--- src/rtl/mult_pkg.sv ---
// mult_pkg: shared state encoding and sizing helper for the shift-add multiplier
package mult_pkg;

    typedef enum logic [1:0] {
        IDLE   = 2'd0,
        CALC   = 2'd1,
        FINISH = 2'd2
    } mult_state_t;

    function automatic int cnt_width(input int n);
        return $clog2(n);
    endfunction

endpackage

--- src/rtl/add_nbit.sv ---
// add_nbit: N-bit ripple-carry adder assembled from full-adder cells
module add_nbit
    import mult_pkg::*;
#(
    parameter int N = 16
) (
    input  logic [N-1:0] a_i,
    input  logic [N-1:0] b_i,
    input  logic         cin_i,
    output logic [N-1:0] sum_o,
    output logic         cout_o
);

    logic [N:0] c;

    assign c[0]   = cin_i;
    assign cout_o = c[N];

    for (genvar i = 0; i < N; i++) begin : g_fa
        assign sum_o[i] = a_i[i] ^ b_i[i] ^ c[i];
        assign c[i+1]   = (a_i[i] & b_i[i]) | (c[i] & (a_i[i] ^ b_i[i]));
    end

endmodule

--- src/rtl/shift_add_multiplier.sv ---
// shift_add_multiplier: sequential unsigned NxN multiplier, one multiplier bit per clock.
// Optional macro SHIFT_ADD_MULT_EARLY_EXIT_EN finishes as soon as no set multiplier bits remain.
module shift_add_multiplier
    import mult_pkg::*;
#(
    parameter int N = 16
) (
    input  logic           clk,
    input  logic           reset_n,
    input  logic           start,
    input  logic [N-1:0]   multiplicand,
    input  logic [N-1:0]   multiplier,
    output logic [2*N-1:0] product,
    output logic           done,
    output logic           busy
);

    localparam int CW = cnt_width(N);
    localparam logic [2*N-1:0] ONE = {{(2*N-1){1'b0}}, 1'b1};

    mult_state_t    state_q, state_d;
    logic [N-1:0]   mcand_q, mcand_d;
    logic [N-1:0]   mreg_q, mreg_d;
    logic [2*N-1:0] acc_q, acc_d;
    logic [CW-1:0]  cnt_q, cnt_d;
    logic [2*N-1:0] product_q, product_d;
    logic           done_q, done_d;

    logic [N-1:0]   win;
    logic [N-1:0]   sum;
    logic           cout;
    logic [2*N-1:0] low_mask;
    logic [2*N-1:0] add_sh;
    logic [N-1:0]   mreg_sh;
    logic           last;

    // Bits below cnt are final; everything above cnt+N-1 is still zero, so the
    // adder's carry lands in an empty bit and no wider carry chain is needed.
    assign win      = N'(acc_q >> cnt_q);
    assign low_mask = (ONE << cnt_q) - ONE;
    assign add_sh   = {{(N-1){1'b0}}, cout, sum} << cnt_q;
    assign mreg_sh  = mreg_q >> 1;
`ifdef SHIFT_ADD_MULT_EARLY_EXIT_EN
    assign last     = (cnt_q == CW'(N-1)) || (mreg_sh == '0);
`else
    assign last     = (cnt_q == CW'(N-1));
`endif

    add_nbit #(.N(N)) u_add (
        .a_i    (win),
        .b_i    (mcand_q),
        .cin_i  (1'b0),
        .sum_o  (sum),
        .cout_o (cout)
    );

    assign product = product_q;
    assign done    = done_q;
    assign busy    = (state_q != IDLE);

    // State and datapath registers, cleared asynchronously
    always_ff @(posedge clk or negedge reset_n) begin
        if (!reset_n) begin
            state_q   <= IDLE;
            mcand_q   <= '0;
            mreg_q    <= '0;
            acc_q     <= '0;
            cnt_q     <= '0;
            product_q <= '0;
            done_q    <= 1'b0;
        end else begin
            state_q   <= state_d;
            mcand_q   <= mcand_d;
            mreg_q    <= mreg_d;
            acc_q     <= acc_d;
            cnt_q     <= cnt_d;
            product_q <= product_d;
            done_q    <= done_d;
        end
    end

    // Next-state: accept in IDLE, one shift-add per CALC edge, publish in FINISH
    always_comb begin
        state_d   = state_q;
        mcand_d   = mcand_q;
        mreg_d    = mreg_q;
        acc_d     = acc_q;
        cnt_d     = cnt_q;
        product_d = product_q;
        done_d    = 1'b0;
        case (state_q)
            IDLE: begin
                if (start) begin
                    mcand_d = multiplicand;
                    mreg_d  = multiplier;
                    acc_d   = '0;
                    cnt_d   = '0;
                    state_d = CALC;
                end
            end
            CALC: begin
                acc_d   = mreg_q[0] ? ((acc_q & low_mask) | add_sh) : acc_q;
                mreg_d  = mreg_sh;
                cnt_d   = cnt_q + 1'b1;
                state_d = last ? FINISH : CALC;
            end
            FINISH: begin
                product_d = acc_q;
                done_d    = 1'b1;
                state_d   = IDLE;
            end
            default: state_d = IDLE;
        endcase
    end

endmodule

--- config.mk ---
export PLATFORM = sky130hd
export DESIGN_NAME = shift_add_multiplier
export DESIGN_NICKNAME = d
export VERILOG_FILES = /design/src/rtl/mult_pkg.sv /design/src/rtl/add_nbit.sv /design/src/rtl/shift_add_multiplier.sv
export SDC_FILE = /design/constraint.sdc
export NUM_CORES = 1
export LEC_CHECK = 0
export CORE_ASPECT_RATIO = 0.8
export CORE_MARGIN = 8
export CORE_UTILIZATION = 60
export CTS_BUF_LIST = sky130_fd_sc_hd__clkbuf_8
export DETAILED_ROUTE_END_ITERATION = 7
export GPL_TIMING_DRIVEN = 0
export HOLD_SLACK_MARGIN = 0.15
export PLACE_DENSITY = 0.85
export SLEW_MARGIN = 40
export SYNTH_ARGS = -nofsm -noshare
export SYNTH_HDL_FRONTEND = slang
export SYNTH_SLANG_ARGS = --single-unit
--- constraint.sdc ---
create_clock -name clk -period 9.7 [get_ports clk]
set_clock_uncertainty 0.2 [all_clocks]
set_input_delay 2.91 -clock clk [delete_from_list [all_inputs] [get_ports clk]]
set_output_delay 2.91 -clock clk [all_outputs]
set_load 0.03 [all_outputs]
; Word-level counts from Yosys, hierarchy flattened
; Cells that the tools add are included.
[totals]
ram_bits = 0
wordCells = 113
rom_bits = 0
out_inout_bits = 34
latchBits = 0
regBits = 103
memories = 0
[classes]
shifts = 3
magnitude_cmp = 0
n_addsub = 2
bitwise_logic = 79
reduce_logical = 6
n_eq_ne = 5
mul = 0
div = 0
muxes = 11
[ops]
columns = op, n
row1 = $mux W32, 2
row2 = $pmux W32 S2, 1
row3 = $and A32 B32 Y32, 1
row4 = $or A32 B32 Y32, 1
row5 = $pmux W16 S2, 1
row6 = $shl A1 B4 Y32 const A, 1
row7 = $shl A17 B4 Y32, 1
row8 = $shr A32 B4 Y16, 1
row9 = $sub A32 B1 Y32 const B, 1
row10 = $and A1 B1 Y1, 31
row11 = $xor A1 B1 Y1, 31
row12 = $mux W16, 1
row13 = $or A1 B1 Y1, 15
row14 = $pmux W4 S2, 1
row15 = $add A4 B1 Y4 const B, 1
row16 = $eq A4 B4 Y1 const B, 1
row17 = $mux W2, 2
row18 = $mux W4, 1
row19 = $ne A2 B2 Y1 const B, 2
row20 = $pmux W2 S2, 1
row21 = $reduce_and A2 Y1, 2
row22 = $reduce_bool A2 Y1, 2
row23 = $reduce_and A3 Y1, 1
row24 = $eq A2 B1 Y1 const B, 1
row25 = other kinds (3), 3

; Longest topological paths before layout
; Gate-level depths: netlist of run 1.
[logic_depth]
word_depth = 36
ltp_mapped = 32

; By module
; A second synthesis of run 1 with hierarchy kept.
[hier_totals]
cells_unflattened = 673
hier_area_um2 = 6881.6
[modules_own_cells]
columns = module, cells_each, seq_area_each_um2, instances, area_each_um2
row1 = shift_add_multiplier, 647, 2577.5, 1, 6523.8
row2 = add_nbit, 26, 0.0, 1, 357.8

; Worst setup path after synthesis of run 1
; No wires, ideal clock.
[synth_timing]
path_kind = flip-flop to flip-flop
startpoint = register cnt_q[2]
endpoint = register acc_q[16]
setup_slack_ns = 1.345
path_stages_with_launch = 33
arrival_ns = 8.090
required_ns = 9.436
cell_sequence = dfrtp_1 -> clkbuf_1 -> inv_1 -> buf_2 -> buf_1 -> nand2_1 -> nand2_1 -> nor2_1 -> a31oi_1 -> ha_1 -> inv_1 -> fa_1 -> fa_1 -> fa_1 -> fa_1 -> fa_1 -> fa_1 -> fa_1 -> inv_1 -> fa_1 -> inv_1 -> fa_1 -> fa_1 -> fa_1 -> fa_1 -> fa_1 -> fa_1 -> fa_1 -> mux2_2 -> mux2i_1 -> mux2i_1 -> o22ai_1 -> a21o_1
[synth_via]
elab_chain_cells = 36
[synth_rtl]
columns = element, line
row1 = "start, declared", shift_add_multiplier.sv:25  ; logic [CW-1:0] cnt_q, cnt_d;
row2 = "start signal, assigned", shift_add_multiplier.sv:76  ; cnt_q <= cnt_d;
row3 = $shr A32 B4 Y16, shift_add_multiplier.sv:39  ; assign win = N'(acc_q >> cnt_q);
row4 = $and A1 B1 Y1 / $xor A1 B1 Y1 (equally long branches), "add_nbit.sv:21, add_nbit.sv:20"
row5 = $and A1 B1 Y1, add_nbit.sv:21  ; assign c[i+1] = (a_i[i] & b_i[i]) | (c[i] & (a_i[i] ^ b_i[i]));
row6 = $or A1 B1 Y1, add_nbit.sv:21
row7 = $and A1 B1 Y1, add_nbit.sv:21
row8 = $or A1 B1 Y1, add_nbit.sv:21
row9 = $and A1 B1 Y1, add_nbit.sv:21
row10 = $or A1 B1 Y1, add_nbit.sv:21
row11 = [20 not listed], -
row12 = $and A1 B1 Y1, add_nbit.sv:21
row13 = $or A1 B1 Y1, add_nbit.sv:21
row14 = $and A1 B1 Y1, add_nbit.sv:21
row15 = $or A1 B1 Y1, add_nbit.sv:21
row16 = $shl A17 B4 Y32, shift_add_multiplier.sv:41  ; assign add_sh = {{(N-1){1'b0}}, cout, sum} << cnt_q;
row17 = $or A32 B32 Y32 *, shift_add_multiplier.sv:102  ; acc_d = mreg_q[0] ? ((acc_q & low_mask) | add_sh) : acc_q;
row18 = $mux W32 *, shift_add_multiplier.sv:102
row19 = $pmux W32 S2 *, shift_add_multiplier.sv:91  ; case (state_q)
row20 = "end signal, assigned", shift_add_multiplier.sv:67  ; acc_q <= '0;
row21 = "end signal, assigned", shift_add_multiplier.sv:75  ; acc_q <= acc_d;
row22 = "end, declared", shift_add_multiplier.sv:24  ; logic [2*N-1:0] acc_q, acc_d;
; Every way passes the cells marked *; elsewhere a longest branch is shown, timed or not. The select of a mux whose other input is x is not followed.
; A chain may end at the register's enable or synchronous reset.

; Final worst setup path of run 1
[layout_timing]
startpoint = register cnt_q[1]
endpoint = register acc_q[16]
; Same word-level chain as after synthesis.

==> results of run 1 <==
==> metal layers <==
layer,routed length (um),up-vias,global-route usage
met1,8671,2945,0.4007
met4,726,0,0.1060
met3,3003,89,0.1096
met5,0,-,0
li1,-,2608,-
met2,9462,474,0.4318
==> state kept, by name, summed over array words and instances (netlist names) <==
name     count
acc_q       32
cnt_q        4
done         1
mcand_q     16
mreg_q      16
product     32
state_q      2
==> repair_timing <==
action,in CTS,in global routing
gates resized for setup,0,4
hold buffers,0,0
setup endpoints to repair,0,14
==> cell type report <==
type,instances,area (sq um)
flip-flops and latches,103,2579
plain buffers,51,242.7
clock inverters,7,80.08
clock buffers,9,123.9
inverters,36,135.1
well taps,144,180.2
fillers,834,3053
multi-input cells,486,3826
repair buffers,69,713.2
==> final timing paths <==
check / endpoint / slack, ns / from
worst max-delay path: acc_q[16] / 0.30 / cnt_q[1]
worst min-delay path: mcand_q[11] / 0.31 / mcand_q[11]
worst max register to register: acc_q[16] / 0.30 / cnt_q[1]
worst min register to register: mcand_q[11] / 0.31 / mcand_q[11]
max in group asynchronous: cnt_q[2] / 6.48 / reset_n
min in group asynchronous: acc_q[2] / 2.20 / reset_n
==> layout by cell type (no fill, tap or decap), drive strengths merged, types with 10 or more instances in the layout <==
cell type,instances
nor2,57
o21ai,35
a21oi,26
dfrtp,103
o22ai,22
clkdlybuf4s50,67
nand2,89
o211ai,14
fa,15
clkbuf,28
mux2i,23
mux2,56
o221ai,10
inv,40
buf,34
mux4,25
==> critical path, delay by kind of cell (launching register included) <==
| kind | cells | cell delay, ns |
|---|---|---|
| flops | 1 | 0.49 |
| buf+inv | 6 | 0.93 |
| compound gates | 3 | 0.56 |
| fa+ha+maj | 16 | 5.92 |
| mux | 4 | 1.19 |
| simple gates | 1 | 0.07 |
==> metrics by stage <==
stage               utilization   TNS [ns]  setup slack, ns
detailed placement       0.7016          0           0.1366
global placement         0.6976          0           0.2581
CTS                      0.7203          0           0.1278
global route             0.7208  -0.006948        -0.006948
floorplan                     -          0            1.345
finish                   0.7208          0           0.2958
==> kinds of logic after synthesis <==
| kind of cell | count (synthesis) | share of synthesized area |
|---|---|---|
| buf+inv | 88 | 0.05566 |
| mux | 104 | 0.2104 |
| fa+ha+maj | 24 | 0.06102 |
| simple gates | 196 | 0.1278 |
| flops | 103 | 0.3809 |
| xor+xnor | 5 | 0.006472 |
| compound gates | 157 | 0.1577 |
==> out/metrics.yaml, run 1 <==
clock_tree:
  cts.path.max_buffers: 2
  insertion_delay_ns: 0.40
  root_buffer: "clkbuf_8"
  clock_sinks: 103
  htreeDepth: 3
  clk_pin_slew_ns: 0.12
  cts_tree: "built"
  post_cts_buffers: 0
  cts_buffers: 9
grt:
  grt_max_degree: 57
  antenna_found_initial: 0
  grt_pass1_wl_um: 34510
  grt_usage: 0.2982
  grt.overflow.total: 0
  grt_pass1_vias: 6167
logic_synthesis:
  yosys-top-cells-area: "dfrtp_1 (38%), mux2_2 (9.3%), mux4_2 (8.3%), nand2_1 (4.9%), fa_1 (4.4%)"
  async_flop_share: 1.000
  ys.flop_type: "dfrtp_1"
  synth_edf_count: 0
  yosysTopAreaCell: "dfrtp_1"
  synth.net_count: 736
  synth_common_cells: "dfrtp_1 (103), nand2_1 (89), mux2_2 (56), nor2_1 (56), inv_1 (36)"
  synth_top_cell_area_share: 0.3809
  ys_seq_area_frac: 0.3809
  netlist_area_sq_um: 6766
  yosysMostFrequentCell: "dfrtp_1"
  synth-seq-cells: 103
  syn_inst: 677
  postSynthAreaPerCell_sq_um: 9.995
  synth_cell_types: 60
  ys_warn_count: 0
detailed_routing:
  vias: 6116
  drt_iter0_markers: 961
  wl_um: 21860
  via_per_inst: 6.758
  drc: 0
  drt_pass1_iterations: 6
  postRouteAntennaNets: 0
  wl_per_cell_um: 24.16
die:
  num_rows: 34
  die_y_um: 111.0
  start_util: 0.6189
  boundaryPins: 69
  core_sq_um: 10930
  dieArea_sq_um: 14950
  dieWidth_um: 134.7
worst_setup_path:
  criticalPathCategory: "flop to flop"
  cpMaxStageDelayCell: "fa_1"
  slowest_delay_ns: 0.51
  cp_common_cell: "fa_1"
  r2r_cells: 30
  crit_arrival_ns: 9.55
  startpoint_type: "flop"
  worst-endpoint-required_ns: 9.85
  worstSetupEndpointType: "flop"
  crit_path_max_fanout: 10
timing:
  hold_viol: 0
  worstMarginPinSlew_ns: 0.7675
  setup_viol: 0
  fmax_ghz: 0.1063
  post-route-period-util: 0.9695
  period_minus_slack_ns: 9.404
  slew_headroom: 0.4883
  whs_ns: 0.3134
  rsz0062_at_grt: "yes"
  final_max_slew_viol_count: 0
place:
  gp_congestion: 1.038
  dpl.hpwl_um: 16890
  placed_area_sq_um: 7671
  place_inst: 890
  io_buffer_count: 68
cells_and_area:
  antenna_cells: 0
  syn_to_final_growth_pct: 16.46
  final_area_sq_um: 7880
  drive_above_1_share: 0.1748
  fin_nets: 815
  finalNonFillerCells: 905
min_path:
  hold_depth: 1
  hold_path_class: "flop to flop"
status:
  status: "finished clean"
flow_run:
  max_cap_violations: 0
Power of run 1 is left out: the tool's default activity adds up to more than one toggle a clock period on the data nets, which glitch-free logic cannot reach.
==> run 2: changes to the inputs <==
--- a/config.mk
+++ b/config.mk
@@ -10,6 +10,7 @@
 export CORE_UTILIZATION = 60
 export CTS_BUF_LIST = sky130_fd_sc_hd__clkbuf_8
 export DETAILED_ROUTE_END_ITERATION = 7
+export GPL_ROUTABILITY_DRIVEN = 0
 export GPL_TIMING_DRIVEN = 0
 export HOLD_SLACK_MARGIN = 0.15
 export PLACE_DENSITY = 0.85
==> run 2 against run 1 <==
- the run now ends with design-rule violations left
- cell area about the same
- non-clock buffer count unchanged
- register-to-register slack got worse by 0.10 ns
- worst hold slack got worse by 0.0023 ns
- critical path depth decreased by 1
- maximum frequency decreased by 1.1%
- cell count unchanged
- largest cell class unchanged
- highest routed layer is now met5
==> out/metrics.yaml, run 2 (synthesized netlist as in run 1, its figures left out) <==
grt:
  grt_pass1_wl_um: 32550
  antenna_found_initial: 0
  grt_usage: 0.2727
  grt_pass1_vias: 6155
  grt.overflow.total: 0
  grt_max_degree: 59
die:
  start_util: 0.6189
  boundaryPins: 69
  dieArea_sq_um: 14950
  num_rows: 34
  die_y_um: 111.0
  core_sq_um: 10930
  dieWidth_um: 134.7
clock_tree:
  post_cts_buffers: 0
  htreeDepth: 3
  ctsResizeCount: 0
  clock_sinks: 103
  root_buffer: "clkbuf_8"
  postCtsHoldBufs: 0
  clk_pin_slew_ns: 0.11
  cts.path.max_buffers: 2
  insertion_delay_ns: 0.40
  cts_tree: "built"
  cts_buffers: 9
worst_setup_path:
  criticalPathCategory: "flop to flop"
  worst-endpoint-required_ns: 9.74
  cpMaxStageDelayCell: "fa_1"
  crit_arrival_ns: 9.55
  cp-startpoint: "cnt_q[1]"
  crit_path_max_fanout: 10
  timing.rr.start: "cnt_q[1]"
  slowest_delay_ns: 0.55
  startpoint_type: "flop"
  cp_common_cell: "fa_1"
  worstSetupEndpointType: "flop"
timing:
  fin_setup_tns_ns: 0
  hold_viol: 0
  final_max_slew_viol_count: 0
  period_minus_slack_ns: 9.507
  fmax_ghz: 0.1052
  rsz0062_at_grt: "no"
  setup_viol: 0
  post-route-period-util: 0.9801
  worstMarginPinSlew_ns: 0.8331
  slew_headroom: 0.4385
place:
  placed_area_sq_um: 7660
  place_inst: 890
  io_buffer_count: 68
  dpl.hpwl_um: 14820
cells_and_area:
  antenna_cells: 0
  final_common_cell: "dfrtp_1"
  multiInputGateArea_sq_um: 3825
  final_area_sq_um: 7881
  final_util: 0.7209
  n_fill_cell: 801
  syn_to_final_growth_pct: 16.48
  finalNonFillerCells: 905
  final_cell_mix: "dfrtp_1 (102), nand2_1 (89), clkdlybuf4s50_1 (67)"
  fin_nets: 815
  drive_above_1_share: 0.1761
  register_area_sq_um: 2579
detailed_routing:
  drt_iter0_markers: 1154
  vias: 6224
  wl_per_cell_um: 22.11
  postRouteAntennaNets: 0
  via_per_inst: 6.877
  drt_pass1_iterations: 8
  drc: 27
  wl_um: 20010
min_path:
  hold_path_class: "flop to flop"
  min_from: "mreg_q[1]"
status:
  status: "complete, but fails checks"
  failed_checks: "design-rule violations"
flow_run:
  max_cap_violations: 0
[run 2: layout make-up]
| type | instances | area share |
|---|---|---|
| clock buffers | 9 | 0.01572 |
| multi-input cells | 486 | 0.4853 |
| flip-flops and latches | 103 | 0.3272 |
| inverters | 36 | 0.01715 |
| repair buffers | 69 | 0.09049 |
| clock inverters | 7 | 0.01095 |
| well taps | 144 | 0.02286 |
| plain buffers | 51 | 0.03032 |
[run 2: per-stage QoR]
stage          worst slack (ns)  hold slack, ns
6_report                 0.1933          0.3110
5_1_grt                0.005072          0.3376
4_1_cts                  0.2001          0.3139
3_5_place_dp             0.2338          0.2882
3_3_place_gp             0.3548          0.2660
2_1_floorplan             1.345          0.2666
[run 2: path summary, 6_finish.rpt]
kind | endpoint | slack, ns | depth (start not counted)
max reg2reg | acc_q[23] | 0.19 | 29
min in group asynchronous | acc_q[2] | 2.17 | 1
min | mreg_q[1] | 0.31 | 2
min reg2reg | mreg_q[1] | 0.31 | 2
max in group asynchronous | mcand_q[15] | 6.54 | 2
max | acc_q[23] | 0.19 | 29
[run 2: critical path: cells and delay by family, from the launching register on]
| family | cells | cell delay [ns] |
|---|---|---|
| buffers and inverters | 6 | 1.01 |
| DFF | 1 | 0.47 |
| adders and majority gates | 16 | 6.02 |
| AOI/OAI and AO/OA | 3 | 0.62 |
| and+or+nand+nor | 1 | 0.06 |
| muxes | 3 | 0.98 |
[run 2: metal layers]
layer | wire [um] | global-route usage | vias up
met5 | 70 | 0.02778 | -
met2 | 8085 | 0.3864 | 556
met4 | 1198 | 0.09858 | 6
met1 | 7568 | 0.3524 | 2873
li1 | - | - | 2608
met3 | 3087 | 0.1291 | 181
Power of run 2 is left out for the same reason.
==> run 3: changes to the inputs <==
--- a/config.mk
+++ b/config.mk
@@ -5,6 +5,7 @@
 export SDC_FILE = /design/constraint.sdc
 export NUM_CORES = 1
 export LEC_CHECK = 0
+export ABC_CLOCK_PERIOD_IN_PS = 9700
 export CORE_ASPECT_RATIO = 0.8
 export CORE_MARGIN = 8
 export CORE_UTILIZATION = 60
@@ -13,8 +14,9 @@
 export GPL_ROUTABILITY_DRIVEN = 0
 export GPL_TIMING_DRIVEN = 0
 export HOLD_SLACK_MARGIN = 0.15
-export PLACE_DENSITY = 0.85
+export PLACE_DENSITY = 0.84
 export SLEW_MARGIN = 40
 export SYNTH_ARGS = -nofsm -noshare
 export SYNTH_HDL_FRONTEND = slang
+export SYNTH_HIERARCHICAL = 1
 export SYNTH_SLANG_ARGS = --single-unit
==> run 3 against run 2 <==
- the run still ends with design-rule violations left
- worst setup slack gained 0.20 ns
- cell area rose by 1.5%
- cell count increased by 0.22%
- non-clock buffer count up 1
- first-iteration DRC count shrank 26%
- flip-flop and latch count unchanged
- synthesized area rose by 1.7%
- die area grew 1.5%
- highest routed layer is now met4
==> out/metrics.yaml, run 3 <==
logic_synthesis:
  ys.flop_type: "dfrtp_1"
  yosys-top-cells-area: "dfrtp_1 (37%), mux2_2 (10%), mux2i_1 (8.3%), nand2_1 (5.5%), mux4_2 (5.2%)"
  netlist_area_sq_um: 6882
  yosysMostFrequentCell: "dfrtp_1"
  postSynthAreaPerCell_sq_um: 10.23
  synth_compound_area_frac: 0.1305
  async_flop_share: 1.000
  synth_top_family_by_area: "multiplexers"
  syn_inst: 673
  synth_edf_count: 0
  synthSimpleGateAreaFrac: 0.1155
  yosysTopAreaCell: "dfrtp_1"
  ys_seq_area_frac: 0.3745
  synth-seq-cells: 103
  muxShareOfSynthArea: 0.2575
  synth_cell_types: 61
  synth.net_count: 732
  ys_warn_count: 6
  synthAdderAreaFrac: 0.06109
  synth_top_cell_area_share: 0.3745
  synthXorXnorAreaFrac: 0.007636
  synth_common_cells: "dfrtp_1 (103), nand2_1 (100), mux2_2 (64)"
detailed_routing:
  wl_um: 19610
  top_layer_used: "met4"
  wl_met3_um: 2605
  vias: 6002
  via_per_inst: 6.617
  drc: 6
  postRouteAntennaNets: 0
  wl_per_cell_um: 21.62
  drt_iter0_markers: 851
  wl_met1_um: 7706
  drt_pass1_iterations: 8
  wl_met2_um: 8496
cells_and_area:
  fin_nets: 813
  final_cell_mix: "dfrtp_1 (103), nand2_1 (100), clkdlybuf4s50_1 (67)"
  multiInputGateArea_sq_um: 3954
  final_area_sq_um: 7999
  syn_to_final_growth_pct: 16.24
  register_area_sq_um: 2577
  n_fill_cell: 819
  antenna_cells: 0
  final_common_cell: "dfrtp_1"
  drive_above_1_share: 0.1884
timing:
  setup_viol: 0
  period_minus_slack_ns: 9.304
  post-route-period-util: 0.9592
  fin_setup_tns_ns: 0
  hold_viol: 0
  worstMarginPinSlew_ns: 0.7861
  fmax_ghz: 0.1075
  rsz0062_at_grt: "no"
  final_max_slew_viol_count: 0
  whs_ns: 0.2952
  slew_headroom: 0.4760
die:
  num_rows: 35
  die_y_um: 111.8
  start_util: 0.6067
  boundaryPins: 69
  dieArea_sq_um: 15170
  core_sq_um: 11340
  dieWidth_um: 135.7
worst_setup_path:
  startpoint_type: "flop"
  criticalPathCategory: "flop to flop"
  slowest_delay_ns: 0.42
  crit_arrival_ns: 9.42
  worst-endpoint-required_ns: 9.82
  worstSetupEndpointType: "flop"
  crit_path_max_fanout: 10
  cp_common_cell: "fa_1"
  cpMaxStageDelayCell: "fa_1"
clock_tree:
  cts_tree: "built"
  clock_sinks: 103
  insertion_delay_ns: 0.40
  cts_buffers: 9
  htreeDepth: 3
  clk_pin_slew_ns: 0.12
  cts.path.max_buffers: 2
  postCtsHoldBufs: 0
  root_buffer: "clkbuf_8"
status:
  failed_checks: "design-rule violations"
  status: "complete, but fails checks"
min_path:
  hold_path_class: "flop to flop"
place:
  io_buffer_count: 68
  dpl.hpwl_um: 14540
  placed_area_sq_um: 7780
grt:
  grt.overflow.total: 0
  grt_max_degree: 64
  grt_pass1_vias: 5910
  grt_pass1_wl_um: 31440
  antenna_found_initial: 0
  grt_usage: 0.2626
flow_run:
  max_cap_violations: 0
run 3: cell types whose count changed after synthesis, sizes merged, moves of 11 or more:
cell | previous run | this run
o22ai | 22 | 0
nand2 | 89 | 101
mux2 | 56 | 67
o21ai | 35 | 64
inv | 36 | 21
nor2 | 57 | 35
mux2i | 23 | 57
run 3: final cells by class:
type	instances	area share
Inverter	21	0.009855
Multi-Input combinational cell	498	0.4943
Sequential cell	103	0.3222
Clock inverter	6	0.007352
Buffer	51	0.03582
Tap cell	148	0.02315
Timing Repair Buffer	70	0.09010
Clock buffer	10	0.01721
run 3: cell families after synthesis:
| group | count (synthesis) |
|---|---|
| DFF | 103 |
| and+or+nand+nor | 183 |
| AOI/OAI and AO/OA | 141 |
| adders and majority gates | 24 |
| other | 1 |
| xor gates and xnor gates | 6 |
| muxes | 143 |
| buffers and inverters | 72 |
run 3: what timing repair did:
action | 4_1_cts | 5_1_grt
endpoints found under the setup margin | 0 | 13
gates resized for setup | 0 | 10
buffers inserted | 0 | 1
run 3: worst max-delay path: cells and delay by family, from the launching register on:
| family | cells | cell delay (ns) |
|---|---|---|
| adders and majority gates | 16 | 6.04 |
| muxes | 4 | 1.10 |
| buffers and inverters | 7 | 0.81 |
| AOI/OAI and AO/OA | 4 | 0.54 |
| DFF | 1 | 0.39 |
| and+or+nand+nor | 1 | 0.14 |
run 3: path summary, 6_finish.rpt:
path                                to  slack [ns]       from  cells past startpoint
min reg2reg                  mreg_q[5]        0.30  mreg_q[5]                      2
max                          acc_q[16]        0.40   cnt_q[0]                     32
max reg2reg                  acc_q[16]        0.40   cnt_q[0]                     32
min                          mreg_q[5]        0.30  mreg_q[5]                      2
min in group asynchronous   mcand_q[8]        2.19    reset_n                      1
max in group asynchronous  product[14]        6.53    reset_n                      2
run 3: per-layer routing:
metal  track usage  vias to the layer above
li1              -                     2563
met1        0.3508                     2875
met2        0.3807                      468
met3       0.09181                       96
met4        0.1049                        0
met5             0                        -
run 3: through the flow:
| step | utilization | worst slack [ns] | cells |
|---|---|---|---|
| 6_report | 0.7052 | 0.3956 | 907 |
| 5_1_grt | 0.7052 | 0.02604 | 907 |
| 4_1_cts | 0.7033 | 0.2573 | 906 |
| 3_5_place_dp | 0.6859 | 0.2784 | 890 |
| 3_3_place_gp | 0.6831 | 0.4911 | 889 |
| 2_1_floorplan | - | 1.052 | 673 |
Power of run 3 is left out for the same reason.
